===== config.mk =====
export PLATFORM = sky130hd
export DESIGN_NAME = key_filter_flat
export DESIGN_NICKNAME = d
export VERILOG_FILES = /design/src/rtl/key_pkg.sv /design/src/rtl/key_filter_if.sv /design/src/rtl/key_sync_edge.sv /design/src/rtl/key_filter.sv /design/src/flat_wrapper.sv
export SDC_FILE = /design/constraint.sdc
export NUM_CORES = 1
export LEC_CHECK = 0
export CORE_MARGIN = 3
export CORE_UTILIZATION = 60
export DETAILED_ROUTE_END_ITERATION = 10
export PLACE_DENSITY_LB_ADDON = 0.2
export SETUP_SLACK_MARGIN = 0.15
export SLEW_MARGIN = 0
export SYNTH_ARGS = -nofsm -noshare
export SYNTH_HDL_FRONTEND = slang
export SYNTH_SLANG_ARGS = --single-unit

===== constraint.sdc =====
create_clock -name clk -period 4.63 [get_ports clk]
set_clock_uncertainty 0.05 [all_clocks]
set_input_delay 0.926 -clock clk [delete_from_list [all_inputs] [get_ports clk]]
set_output_delay 0.926 -clock clk [all_outputs]
set_load 0.05 [all_outputs]

===== src/rtl/key_pkg.sv =====
// Shared definitions for the key debounce filter: FSM state encoding and default filter length.
package key_pkg;

  localparam int unsigned DEBOUNCE_CYCLES_DEFAULT = 1_000_000;

  typedef enum logic [1:0] {
    IDLE        = 2'd0,
    FILTER_DOWN = 2'd1,
    DOWN        = 2'd2,
    FILTER_UP   = 2'd3
  } key_fsm_t;

endpackage


===== src/rtl/key_filter_if.sv =====
// Key filter signal bundle: raw active-low key in, debounced level and confirmation pulse out.
interface key_filter_if;

  logic key_in;
  logic key_flag;
  logic key_state;

  modport master (output key_in, input key_flag, input key_state);
  modport slave  (input key_in, output key_flag, output key_state);

endinterface


===== src/rtl/key_sync_edge.sv =====
// Two-flop synchronizer for the raw key, plus a delayed copy used for edge detection.
module key_sync_edge
  import key_pkg::*;
(
  input  logic clk,
  input  logic rst,
  input  logic key_in,
  output logic key_sync,
  output logic key_neg,
  output logic key_pos
);

  logic sync_1;
  logic sync_2;
  logic key_prev;

  // Flops reset to 1 so a key held low through reset is seen as a fresh falling edge.
  always_ff @(posedge clk) begin
    if (rst) begin
      sync_1   <= 1'b1;
      sync_2   <= 1'b1;
      key_prev <= 1'b1;
    end else begin
      sync_1   <= key_in;
      sync_2   <= sync_1;
      key_prev <= sync_2;
    end
  end

  assign key_sync = sync_2;
  assign key_neg  = key_prev & ~sync_2;
  assign key_pos  = ~key_prev & sync_2;

endmodule


===== src/rtl/key_filter.sv =====
// Debounce FSM: a level change is confirmed only after DEBOUNCE_CYCLES edge-free cycles.
module key_filter
  import key_pkg::*;
#(
  parameter int unsigned DEBOUNCE_CYCLES = DEBOUNCE_CYCLES_DEFAULT
) (
  input  logic         clk,
  input  logic         rst,
  key_filter_if.slave  kif
);

  localparam int unsigned        CW       = $clog2(DEBOUNCE_CYCLES);
  localparam logic [CW-1:0]      CNT_LAST = CW'(DEBOUNCE_CYCLES - 1);

  key_fsm_t      state, state_nx;
  logic [CW-1:0] cnt, cnt_nx;
  logic          flag_r, flag_nx;
  logic          kstate_r, kstate_nx;
  logic          key_sync, key_neg, key_pos;

  key_sync_edge u_sync_edge (
    .clk      (clk),
    .rst      (rst),
    .key_in   (kif.key_in),
    .key_sync (key_sync),
    .key_neg  (key_neg),
    .key_pos  (key_pos)
  );

  always_ff @(posedge clk) begin
    if (rst) begin
      state    <= IDLE;
      cnt      <= '0;
      flag_r   <= 1'b0;
      kstate_r <= 1'b1;
    end else begin
      state    <= state_nx;
      cnt      <= cnt_nx;
      flag_r   <= flag_nx;
      kstate_r <= kstate_nx;
    end
  end

  // Bounce edges are tested before the terminal count so a coinciding edge aborts.
  // The level qualifier on confirmation is implied by the edge check; it keeps the
  // synchronized level in the decision path.
  always_comb begin
    state_nx  = state;
    cnt_nx    = '0;
    flag_nx   = 1'b0;
    kstate_nx = kstate_r;
    case (state)
      IDLE: begin
        if (key_neg) state_nx = FILTER_DOWN;
      end
      FILTER_DOWN: begin
        if (key_pos) begin
          state_nx = IDLE;
        end else if (cnt == CNT_LAST && !key_sync) begin
          state_nx  = DOWN;
          flag_nx   = 1'b1;
          kstate_nx = 1'b0;
        end else begin
          cnt_nx = cnt + CW'(1);
        end
      end
      DOWN: begin
        if (key_pos) state_nx = FILTER_UP;
      end
      FILTER_UP: begin
        if (key_neg) begin
          state_nx = DOWN;
        end else if (cnt == CNT_LAST && key_sync) begin
          state_nx  = IDLE;
          flag_nx   = 1'b1;
          kstate_nx = 1'b1;
        end else begin
          cnt_nx = cnt + CW'(1);
        end
      end
      default: state_nx = IDLE;
    endcase
  end

  assign kif.key_flag  = flag_r;
  assign kif.key_state = kstate_r;

endmodule


===== src/flat_wrapper.sv =====
// flat-port wrapper written by rule: the top's interface ports become plain ports
module key_filter_flat import key_pkg::*;
#(
  parameter int unsigned DEBOUNCE_CYCLES = DEBOUNCE_CYCLES_DEFAULT
)
  (clk, rst, kif_key_in, kif_key_flag, kif_key_state);
  key_filter_if kif_i ();
  input  logic clk;
  input  logic rst;
  input wire logic [$bits(kif_i.key_in)-1:0] kif_key_in;
  output wire logic [$bits(kif_i.key_flag)-1:0] kif_key_flag;
  output wire logic [$bits(kif_i.key_state)-1:0] kif_key_state;
  assign kif_i.key_in = kif_key_in;
  assign kif_key_flag = kif_i.key_flag;
  assign kif_key_state = kif_i.key_state;
  key_filter #(.DEBOUNCE_CYCLES(DEBOUNCE_CYCLES)) u_core (.clk(clk), .rst(rst), .kif(kif_i));
endmodule

==> qor.yml <==
crit_chain: "clkdlybuf4s50_1"
antennaDiodeCount: 0
worst_path_max_delay_cell: "clkdlybuf4s50_1"
grt_max_degree: 17
die_h_um: 51.1
grt_pass1_vias: 863
clock_latency_ns: 0.34
end_kind: "primary output"
htree_levels: 1
wire_per_inst_um: 12.6
fin_ws_ns: 2.13
p_int_mw: 0.279
layout.nets: 147
clock_path_buffers: 2
crit_fanout: 3
ys_warn_count: 0
fin_crit_ns: 2.50
gr-usage-met1_pct: 24.0
multi_input_area_um2: 651
wirelength_um: 2110
start_util_pct: 67.1
drcViolationCount: 0
p_leak_nw: 0.392
rsz0062_at_grt: "no"
cp_data_arrival_time_ns: 1.52
p_per_area_nw_per_um2: 276
via_per_inst: 5.83
ys_top_cells_by_area: "dfxtp_1, nor2_1, xnor2_1, xor2_1, nand4_1"
worstMarginPinSlew_ns: 0.730
grt_usage_pct: 19.1
crit_family: "buffers and inverters"
worstHoldPathType: "flip-flop to flip-flop"
maxSlewHeadroom_pct: 51.1
first_iter_violations: 15
cts_resized: 0
combPwrFrac_pct: 6.0
most-common-layout-cells: "dfxtp_1, nor2_1, nand3_1, xnor2_1"
dp_hpwl_um: 1560
gp_congestion: 0.796
die_area_um2: 2610
grtUsageMet2_pct: 29.0
cts-root-buf: "clkbuf_4"
cts.sinks: 27
seq_area_um2: 541
cts_buffers: 3
synth.avg_cell_area_um2: 8.92
cts_tree: "done"
critPathKind: "flip-flop to primary output"
area_growth_pct: 7.88
synthDominantCellAreaShare_pct: 44.2
r2r_cells: 5
r2r_slack_ns: 2.38
grt_pass1_wl_um: 3750
clk_pin_slew_ns: 0.15
postCtsSetupRepairBufs: 0
std_cell_rows: 15
cp.required_ns: 3.65
core_um2: 1820
nFillCells: 143
cts_hold_buf: 0
clockPowerShare_pct: 28.1
use_met3_pct: 5.54
drv_cap: 0
peakVddDrop_mv: 0.182
synthesis.nets: 141
tns_ns: 0
ant_nets: 0
min_delay_path_depth: 1
crit_cells: 1
finalCritPeriodShare_pct: 53.9
portBuffers: 4
netlist_instances: 137
status: "complete, no violations"
dp_slack_ns: 2.04
ys_ff_latch: 27
die_width_um: 51.1
ios: 5
synth_top_area_cell: "dfxtp_1"
final_common_cell: "dfxtp_1"
grt-ovfl-total: 0
setup_viol: 0
report.final.slew_viol_count: 0
critPathBufInv: 1
crit_path_max_incr_delay_ns: 0.81
synth-seq-area-share_pct: 44.2
power_frac_seq_pct: 65.9
p_sw_mw: 0.0844
drive_gt1_share_pct: 9.86
dr.pass1.iters: 4
antenna_found_initial: 0
timing.fmax_ghz: 0.401
dr_total_vias: 973
swShare_pct: 23.2
busiest_layer: "met2"
syn_area_um2: 1220
cp-start-kind: "flip-flop"
hold_viol: 0
yosysUniqueCellTypes: 30
-- registers in the layout, summed over array words and instances (netlist names) --
| name | flops |
|---|---|
| u_core.cnt | 20 |
| u_core.state | 2 |
| u_core.kif.key_flag | 1 |
| u_core.kif.key_state | 1 |
| u_core.u_sync_edge.key_prev | 1 |
| u_core.u_sync_edge.key_sync | 1 |
| u_core.u_sync_edge.sync_1 | 1 |
-- metal layers --
layer  vias to the layer above  routed length [µm]
met5                         -                   0
met4                         0                  36
met3                         5                  58
met2                         9                 954
met1                       444                1060
li1                        515                   -
-- stage by stage --
step | area, µm² | hold slack [ns] | util [%] | instances | total power [mW]
after floorplan | 1220 | 0.339 | - | 137 | 0.259
after global placement | 1290 | 0.344 | 70.8 | 163 | 0.266
after detailed placement | 1290 | 0.349 | 70.8 | 163 | 0.267
after CTS | 1320 | 0.382 | 72.4 | 167 | 0.366
after global routing | 1320 | 0.398 | 72.4 | 167 | 0.378
final | 1320 | 0.379 | 72.4 | 167 | 0.363
-- worst reg2reg max path: stages (launching register included) --
cell and delay, ns:
dfxtp_1 0.50, and4_1 0.31, nand4_1 0.22, o31ai_2 0.71, buf_4 0.31, a21oi_1 0.05
-- synthesized netlist by cell type --
master and instances:
a21oi_1 3, o21ai_0 6, or3_1 6, clkbuf_1 2
or4_1 4, ha_1 1, o41a_1 1, buf_2 2
a31oi_1 1, and3b_1 1, nand2_1 6, a21oi_2 3
a41o_1 1, nor4_1 5, dfxtp_1 27, xnor2_1 7
and3_1 2, o32a_1 1, nor3b_1 2, inv_1 5
or2_2 4, and4_1 4, nor3_1 3, o31ai_1 1
nand3_1 7, nor2_1 18, nand4_1 6, nand4_4 1
xor2_1 6, a2111oi_0 1
-- power by group through the flow --
stage                     logic (mW)  registers (mW)  clock network, mW
after floorplan               0.0103           0.249                  0
after global placement        0.0219           0.244                  0
after detailed placement      0.0220           0.245                  0
after CTS                     0.0220           0.240              0.104
after global routing          0.0239           0.240              0.114
final                         0.0218           0.240              0.102
-- logic make-up (layout without fill, tap and decap cells) --
family	count (synthesis)	in the layout	synth area share [%]
AO/OA/AOI/OAI	18	18	10.2
AND/OR/NAND/NOR	69	69	32.2
XOR/XNOR	13	13	9.31
buffers and inverters	9	14	2.97
flip-flops	27	27	44.2
adder cells (fa/ha/maj)	1	1	1.02
-- layout make-up --
cell class | instances | area share, %
Inverter | 5 | 1.42
Sequential cell | 27 | 41.0
Clock inverter | 1 | 0.569
Clock buffer | 3 | 1.71
Timing Repair Buffer | 5 | 3.61
Tap cell | 25 | 2.37
Multi-Input combinational cell | 101 | 49.3
-- worst paths after layout --
path                                                            from                                endpoint
worst max-delay path               u_core.kif.key_state$_SDFFE_PP1P_                           kif_key_state
worst min-delay path            u_core.u_sync_edge.sync_1$_SDFF_PP1_  u_core.u_sync_edge.key_sync$_SDFF_PP1_
worst max register to register              u_core.cnt[2]$_SDFF_PP0_               u_core.cnt[16]$_SDFF_PP0_
worst min register to register  u_core.u_sync_edge.sync_1$_SDFF_PP1_  u_core.u_sync_edge.key_sync$_SDFF_PP1_
Note: power is estimated with default switching activity, not from simulation.
